`src/rtl/layer_pkg.sv`:
```
`default_nettype none
// ============================================================================
//  Module      : layer_pkg
//  Description : Shared definitions for the layer output path: default word
//                width and the collector state encoding.
//  Revision    : 1.0  initial release
// ============================================================================
package layer_pkg;

    // Default signed word width carried between layers
    localparam int LAYER_T = 16;

    // Collector states: gathering words, or holding a full vector
    typedef enum logic [0:0] {
        COLLECT = 1'b0,
        HOLD    = 1'b1
    } collect_state_t;

endpackage
`default_nettype wire

```
`src/rtl/layer_out_collector_if.sv`:
```
`default_nettype none
// ============================================================================
//  Module      : layer_out_collector_if
//  Description : Word-stream input and vector output handshakes of the layer
//                output collector. The max_idx/max_val signals exist only when
//                COLLECT_ARGMAX_EN is defined.
//  Revision    : 1.0  initial release
// ============================================================================
interface layer_out_collector_if #(
    parameter int T = 16,
    parameter int M = 4
);
    // Upstream word stream (layer is the master)
    logic                 s_valid;
    logic                 s_ready;
    logic [T-1:0]         data_in;

    // Downstream vector handshake (collector is the master)
    logic                 v_valid;
    logic                 v_ready;
    logic [M*T-1:0]       vec_out;

`ifdef COLLECT_ARGMAX_EN
    logic [$clog2(M)-1:0] max_idx;
    logic [T-1:0]         max_val;
`endif

    // Collector side
    modport slave (
        input  s_valid,
        input  data_in,
        input  v_ready,
        output s_ready,
        output v_valid,
        output vec_out
`ifdef COLLECT_ARGMAX_EN
        ,
        output max_idx,
        output max_val
`endif
    );

    // Environment side: drives words, consumes vectors
    modport master (
        output s_valid,
        output data_in,
        output v_ready,
        input  s_ready,
        input  v_valid,
        input  vec_out
`ifdef COLLECT_ARGMAX_EN
        ,
        input  max_idx,
        input  max_val
`endif
    );

endinterface
`default_nettype wire

```
`src/rtl/argmax_tracker.sv`:
```
`default_nettype none
// ============================================================================
//  Module      : argmax_tracker
//  Description : Running signed maximum over the words of one vector. The
//                first word loads unconditionally; later words replace the
//                maximum only when strictly greater, so ties keep the lowest
//                index. Word indices are counted internally.
//  Revision    : 1.0  initial release
// ============================================================================
module argmax_tracker #(
    parameter int T = 16,
    parameter int M = 4
) (
    input  wire logic                 clk,
    input  wire logic                 reset,
    input  wire logic                 load_first,
    input  wire logic                 update_en,
    input  wire logic [T-1:0]         data,
    output      logic [$clog2(M)-1:0] max_idx,
    output      logic [T-1:0]         max_val
);

    localparam int c_IDX_W = $clog2(M);

    logic [c_IDX_W-1:0] r_next;
    logic [c_IDX_W-1:0] r_max_idx;
    logic [T-1:0]       r_max_val;

    // Track index of the next word and the best word seen so far
    always_ff @(posedge clk) begin
        if (reset) begin
            r_next    <= '0;
            r_max_idx <= '0;
            r_max_val <= {1'b1, {(T-1){1'b0}}};
        end else if (load_first) begin
            r_next    <= c_IDX_W'(1);
            r_max_idx <= '0;
            r_max_val <= data;
        end else if (update_en) begin
            r_next <= r_next + c_IDX_W'(1);
            if ($signed(data) > $signed(r_max_val)) begin
                r_max_idx <= r_next;
                r_max_val <= data;
            end
        end
    end

    assign max_idx = r_max_idx;
    assign max_val = r_max_val;

endmodule
`default_nettype wire

```
`src/rtl/layer_out_collector.sv`:
```
`default_nettype none
// ============================================================================
//  Module      : layer_out_collector
//  Description : Collects M signed T-bit words from a layer's serial output
//                stream into one parallel vector and hands it downstream on a
//                valid/ready handshake, back-pressuring the layer while a
//                vector is pending. Optional running argmax is enabled with
//                the COLLECT_ARGMAX_EN macro.
//  Revision    : 1.0  initial release
// ============================================================================
module layer_out_collector
    import layer_pkg::*;
#(
    parameter int T = LAYER_T,
    parameter int M = 4
) (
    input  wire logic              clk,
    input  wire logic              reset,
    layer_out_collector_if.slave   bus
);

    localparam int                 c_CNT_W = $clog2(M);
    localparam logic [c_CNT_W-1:0] c_LAST  = c_CNT_W'(M - 1);

    collect_state_t     r_state;
    logic               r_s_ready;
    logic               r_v_valid;
    logic [c_CNT_W-1:0] r_cnt;
    logic [M*T-1:0]     r_buf;

    logic               w_accept;
    logic               w_release;

    // Handshake qualifiers use only registered readies/valids
    assign w_accept  = bus.s_valid && r_s_ready;
    assign w_release = r_v_valid && bus.v_ready;

    // Collect/hold state machine with registered handshake outputs and buffer
    always_ff @(posedge clk) begin
        if (reset) begin
            r_state   <= COLLECT;
            r_s_ready <= 1'b1;
            r_v_valid <= 1'b0;
            r_cnt     <= '0;
            r_buf     <= '0;
        end else begin
            case (r_state)
                COLLECT: begin
                    if (w_accept) begin
                        for (int i = 0; i < M; i++) begin
                            if (r_cnt == c_CNT_W'(i)) begin
                                r_buf[i*T +: T] <= bus.data_in;
                            end
                        end
                        if (r_cnt == c_LAST) begin
                            r_cnt     <= '0;
                            r_state   <= HOLD;
                            r_s_ready <= 1'b0;
                            r_v_valid <= 1'b1;
                        end else begin
                            r_cnt <= r_cnt + c_CNT_W'(1);
                        end
                    end
                end
                HOLD: begin
                    if (w_release) begin
                        r_state   <= COLLECT;
                        r_s_ready <= 1'b1;
                        r_v_valid <= 1'b0;
                    end
                end
                default: begin
                    r_state   <= COLLECT;
                    r_s_ready <= 1'b1;
                    r_v_valid <= 1'b0;
                end
            endcase
        end
    end

    assign bus.s_ready = r_s_ready;
    assign bus.v_valid = r_v_valid;
    assign bus.vec_out = r_buf;

`ifdef COLLECT_ARGMAX_EN
    logic w_first;

    // Word 0 of each vector restarts the running maximum
    assign w_first = w_accept && (r_cnt == '0);

    argmax_tracker #(
        .T (T),
        .M (M)
    ) u_argmax (
        .clk        (clk),
        .reset      (reset),
        .load_first (w_first),
        .update_en  (w_accept),
        .data       (bus.data_in),
        .max_idx    (bus.max_idx),
        .max_val    (bus.max_val)
    );
`endif

endmodule
`default_nettype wire
```
`src/flat_wrapper.sv`:
```
// flat-port wrapper written by rule: the top's interface ports become plain ports
module layer_out_collector_flat import layer_pkg::*;
#(
    parameter int T = LAYER_T,
    parameter int M = 4
)
  (clk, reset, bus_s_valid, bus_data_in, bus_v_ready, bus_s_ready, bus_v_valid, bus_vec_out);
  layer_out_collector_if #(.T(T), .M(M)) bus_i ();
  input  wire logic clk;
  input  wire logic reset;
  input wire logic [$bits(bus_i.s_valid)-1:0] bus_s_valid;
  input wire logic [$bits(bus_i.data_in)-1:0] bus_data_in;
  input wire logic [$bits(bus_i.v_ready)-1:0] bus_v_ready;
  output wire logic [$bits(bus_i.s_ready)-1:0] bus_s_ready;
  output wire logic [$bits(bus_i.v_valid)-1:0] bus_v_valid;
  output wire logic [$bits(bus_i.vec_out)-1:0] bus_vec_out;
  assign bus_i.s_valid = bus_s_valid;
  assign bus_i.data_in = bus_data_in;
  assign bus_i.v_ready = bus_v_ready;
  assign bus_s_ready = bus_i.s_ready;
  assign bus_v_valid = bus_i.v_valid;
  assign bus_vec_out = bus_i.vec_out;
  layer_out_collector #(.T(T), .M(M)) u_core (.clk(clk), .reset(reset), .bus(bus_i));
endmodule
```
`config.mk`:
```
export PLATFORM = sky130hd
export DESIGN_NAME = layer_out_collector_flat
export DESIGN_NICKNAME = d
export VERILOG_FILES = /design/src/rtl/layer_pkg.sv /design/src/rtl/layer_out_collector_if.sv /design/src/rtl/argmax_tracker.sv /design/src/rtl/layer_out_collector.sv /design/src/flat_wrapper.sv
export SDC_FILE = /design/constraint.sdc
export NUM_CORES = 1
export LEC_CHECK = 0
export BUFFER_PORTS_ARGS = -buffer_cell sky130_fd_sc_hd__buf_2
export CAP_MARGIN = 0
export CORE_MARGIN = 5
export CORE_UTILIZATION = 46
export DETAILED_ROUTE_END_ITERATION = 10
export PLACE_DENSITY = 0.84
export SYNTH_ARGS = -nofsm -noshare
export SYNTH_HDL_FRONTEND = slang
export SYNTH_SLANG_ARGS = --single-unit
export TNS_END_PERCENT = 100
```
`constraint.sdc`:
```
create_clock -name clk -period 1.45 [get_ports clk]
set_clock_uncertainty 0.15 [all_clocks]
set_input_delay 0 -clock clk [delete_from_list [all_inputs] [get_ports clk]]
set_output_delay 0 -clock clk [all_outputs]
set_load 0.02 [all_outputs]
```
### Word level (Yosys, flattened, before mapping)

Index checks and enable logic that the tools add are counted.

| operators by class | value |
|---|---|
| add/sub/neg operators | 1 |
| equal/unequal tests | 6 |
| multiplexer cells | 13 |
| bitwise gates (word level) | 1 |
| reductions and logical operators | 9 |

Operators by type and width:

| cell | count |
|---|---|
| $reduce_and 3->1 | 5 |
| $mux 1 | 9 |
| $pmux 1 s2 | 3 |
| $eq 2x2->1 const B | 2 |
| $ne 2x1->1 const B | 2 |
| $add 2x1->2 const B | 1 |
| $eq 2x1->1 const B | 1 |
| $logic_and 1x1->1 | 2 |
| $logic_not 2->1 | 1 |
| $mux 2 | 1 |
| $ne 2x2->1 const B | 1 |
| $reduce_and 2->1 | 1 |
| $not 1->1 | 1 |

| word-level totals | value |
|---|---|
| flip-flop bits (word level) | 69 |
| output and inout bits | 66 |
| logic and storage cells | 38 |

### Depth between registers and ports, before layout

| logic depth | value |
|---|---|
| word-level depth | 4 |
| gate-level depth with buffers | 6 |
| mapped depth without buffers | 4 |

### Worst setup path after synthesis

Ideal clock, no wire load.

| path | value |
|---|---|
| path kind | register to register |
| start | reg u_core.r_cnt[0] |
| end | reg u_core.r_buf[37] (netlist: u_core.bus.vec_out[37]) |
| arrival | 1.172 ns |
| data required time | 1.228 ns |
| setup slack | 0.057 ns |
| stages on the path, launching flop included | 7 |
| clock period less this slack | 1.393 ns |
| cell sequence | dfxtp_1 inv_1 ha_1 nand4b_2 buf_6 buf_12 mux2i_1 |

| on the way | value |
|---|---|
| cells in the longest elaborated chain, start to end | 2 |

RTL lines:

| item | RTL line | text |
|---|---|---|
| start, declared | layer_out_collector.sv:28 | `logic [c_CNT_W-1:0] r_cnt;` |
| start signal, assigned | layer_out_collector.sv:61 | `r_cnt <= r_cnt + c_CNT_W'(1);` |
| $eq 2x2->1 | layer_out_collector.sv:51 | `if (r_cnt == c_CNT_W'(i)) begin` |
| $reduce_and 3->1 (no line) | n/a |  |
| end signal, assigned by index | layer_out_collector.sv:52 | `r_buf[i*T +: T] <= bus.data_in;` |
| end, declared | layer_out_collector.sv:29 | `logic [M*T-1:0] r_buf;` |

Every way passes these cells.
A chain may end at the register's enable or synchronous reset.

### Final worst setup path

| path | value |
|---|---|
| start | reg u_core.r_cnt[1] |
| end | reg u_core.r_buf[13] (netlist: u_core.bus.vec_out[13]) |

| on the way | value |
|---|---|
| cells in the longest elaborated chain, start to end | 2 |

RTL lines:

| item | RTL line |
|---|---|
| $logic_not 2->1 | layer_out_collector.sv:51 |
| $reduce_and 3->1 (no line) | n/a |

Every way passes these cells.

==> results.json <==
{
  "comb_power_share_pct": 14.0,
  "power.internal_w": 0.00373,
  "cpPeakStageDelay_ps": 330,
  "drive_above_1_share_pct": 34.8,
  "timing.fmax_mhz": 688,
  "setup-violations-final": 1,
  "placed_area_sq_um": 3460,
  "top_level_ports": 86,
  "fin_nets": 396,
  "ys_ff_latch": 69,
  "fin_util_pct": 63.6,
  "synth_top_cell_by_area": "dfxtp_1",
  "ant_nets": 0,
  "area_growth_pct": 35.8,
  "fillers": 502,
  "cts_max_level": 3,
  "peakVddDrop_mv": 0.747,
  "synth_seq_area_share_pct": 47.0,
  "synth-compound-area-share_pct": 1.32,
  "dp_hpwl_microns": 4480,
  "die_w_microns": 89.9,
  "swShare_pct": 23.7,
  "slew_viol_final": 0,
  "worstSkewPairLatency_ps": 340,
  "core-area_sq_um": 6280,
  "synthXorXnorAreaFrac_pct": 0,
  "cp_slowest_cell": "and4b_4",
  "clock-sinks": 69,
  "grt_setup_unrepaired": "true",
  "fin_hold_ws_ps": 321,
  "io_buffers": 85,
  "setup_ws_ps": -3.12,
  "dr.pass1.iters": 4,
  "viasPerCell": 4.94,
  "numCtsBuffers": 9,
  "cts_tree": "yes",
  "grt_overflow": 0,
  "cts_setup_buffers": 0,
  "worstMarginPinSlew_ps": 272,
  "synthMuxAreaShare_pct": 22.5,
  "antenna_found_initial": 0,
  "fp.dieArea_sq_um": 8090,
  "synth_area_leaders": "dfxtp_1 (47%), mux2i_1 (22%), nand2b_1 (17%), ha_1 (2.1%), buf_4 (1.5%)",
  "wl_per_cell_microns": 15.5,
  "placed_cells": 418,
  "yosysMostFrequentCell": "nand2b_1",
  "critPathLaunchType": "flop",
  "grt_pass1_vias": 2324,
  "max-slew-margin-rel_pct": 81.9,
  "leakage_nw": 2.02,
  "num_rows": 29,
  "clock_path_buffers": 2,
  "ys_top_cells_by_count": "nand2b_1 (82), dfxtp_1 (69), mux2i_1 (65)",
  "cp.required_ps": 1570,
  "seq_power_share_pct": 41.7,
  "grt_usage_pct": 17.4,
  "clkTransAtPathRegs_ps": 80,
  "pre_cts_ws_ps": -230,
  "critPathKind": "flop to flop",
  "min_period_ps": 1450,
  "initial_utilization_pct": 46.8,
  "drc": 0,
  "synthAdderAreaFrac_pct": 2.13,
  "synth_top_family_by_area": "multiplexers",
  "synth_simple_gate_area_share_pct": 21.2,
  "gp_congestion": 0.775,
  "drtIter0Drc": 112,
  "netlist_instances": 261,
  "pwr-share-clk_pct": 44.3,
  "p_switching_w": 0.00116,
  "synth_top_area_share_pct": 47.0,
  "maxCapViolations": 0,
  "wl_microns": 7030,
  "status": "finished, violations left",
  "via_count": 2236,
  "crit_path_max_fanout": 7,
  "yosys_warnings": 0,
  "power.density_nw_per_um2": 1230,
  "grt_pass1_wl_microns": 11400,
  "synth_edf_count": 0,
  "synthArstFlopShare_pct": 0,
  "yosysUniqueCellTypes": 22,
  "antennaDiodeCount": 0,
  "finalInstanceArea_sq_um": 3990,
  "root_buffer": "clkbuf_8",
  "failed_checks": "negative setup slack",
  "cp-end-kind": "flop",
  "avgSynthCellArea_sq_um": 11.3,
  "synth_flop_cell": "dfxtp_1",
  "worst_hold_path_type": "flop to flop",
  "finalHoldViolCount": 0,
  "crit_chain": "inv_1, buf_4, ha_4, and4b_4, mux2i_1",
  "syn_nets": 286,
  "die_h_microns": 89.9,
  "grt_max_degree": 89,
  "syn_area_sq_um": 2940,
  "post-route-period-util_pct": 100,
  "fin_cells": 453,
  "crit_arrival_ps": 1570
}
## final timing paths
kind                                from  slack [ps]                endpoint  cells after the start
setup / recovery         u_core.r_cnt[1]          -3  u_core.bus.vec_out[13]                      5
setup reg to reg         u_core.r_cnt[1]          -3  u_core.bus.vec_out[13]                      5
hold reg to reg   u_core.bus.vec_out[48]         320  u_core.bus.vec_out[48]                      2
hold / removal    u_core.bus.vec_out[48]         320  u_core.bus.vec_out[48]                      2
## layout make-up
| class | instances | area, sq um | share of cell area (%) |
|---|---|---|---|
| Multi-Input combinational cell | 170 | 1430 | 35.7 |
| Sequential cell | 69 | 1380 | 34.7 |
| Timing Repair Buffer | 119 | 795 | 19.9 |
| Clock buffer | 11 | 151 | 3.79 |
| Clock inverter | 5 | 129 | 3.23 |
| Tap cell | 77 | 96.3 | 2.41 |
| Inverter | 2 | 10.0 | 0.251 |
## layer usage
layer  share of wire (%)  routed length [microns]  vias up  track usage [%]
met4                 2.7                      188        0             8.06
met1                  44                     3060     1068             20.4
met2                  49                     3430       65             28.8
met5                   0                        0        -                0
li1                    -                        -     1086                -
met3                 5.0                      355       17             5.43
## repair_timing
action | CTS | global route
hold buffers | 19 | 0
pin swaps | 2 | 1
resized for setup | 12 | 6
setup endpoints to repair | 47 | 38
endpoints found under the hold margin | 67 | 0
## placed cells by master (no fill, tap or decap)
cell type and n:
nand4b_2 1, ha_2 1, buf_4 9, nor3_1 1
buf_12 5, nand4b_1 3, bufinv_16 4, mux2i_2 2
buf_2 85, dfxtp_1 67, nand2b_1 82, inv_6 1
clkbuf_8 11, buf_6 1, nor2b_1 1, nand4b_4 1
nor2_1 1, mux2_2 1, inv_1 1, dfxtp_2 2
a311oi_1 1, dlygate4sd3_1 19, ha_1 3, ha_4 1
and3b_2 1, a21oi_1 2, a21bo_2 2, and4b_4 2
inv_4 1, nor4bb_1 1, mux2i_1 63
## metrics by stage
| stage | setup TNS [ps] | total power (W) |
|---|---|---|
| after floorplan | 0 | 0.00248 |
| after global placement | -995 | 0.00267 |
| after detailed placement | -2460 | 0.00268 |
| after CTS | 0 | 0.00490 |
| after global routing | -354 | 0.00506 |
| final | -3.12 | 0.00489 |
## flip-flops by register name (all words and copies together), names as in the netlist
| name | count |
|---|---|
| u_core.r_cnt | 2 |
| u_core.r_state | 1 |
| u_core.bus.vec_out | 64 |
| u_core.bus.v_valid | 1 |
| u_core.bus.s_ready | 1 |
## worst max-delay path, delay by kind of cell (launching register included)
kind,cells,cell delay [ps]
buffers and inverters,2,200
adders and majority gates,1,140
DFF,1,320
and+or+nand+nor,1,330
muxes,1,230
## logic make-up after synthesis
family,Yosys count
DFF,69
adders and majority gates,5
muxes,66
and+or+nand+nor,94
AOI/OAI and AO/OA,5
buffers and inverters,22
## power groups by stage
stage	clock network, W	registers, W	logic (W)
finish	0.00216	0.00204	0.000685
floorplan	0	0.00218	0.000302
CTS	0.00219	0.00204	0.000671
global route	0.00228	0.00205	0.000732
global placement	0	0.00208	0.000591
detailed placement	0	0.00208	0.000605
(Power assumes the default switching activity.)
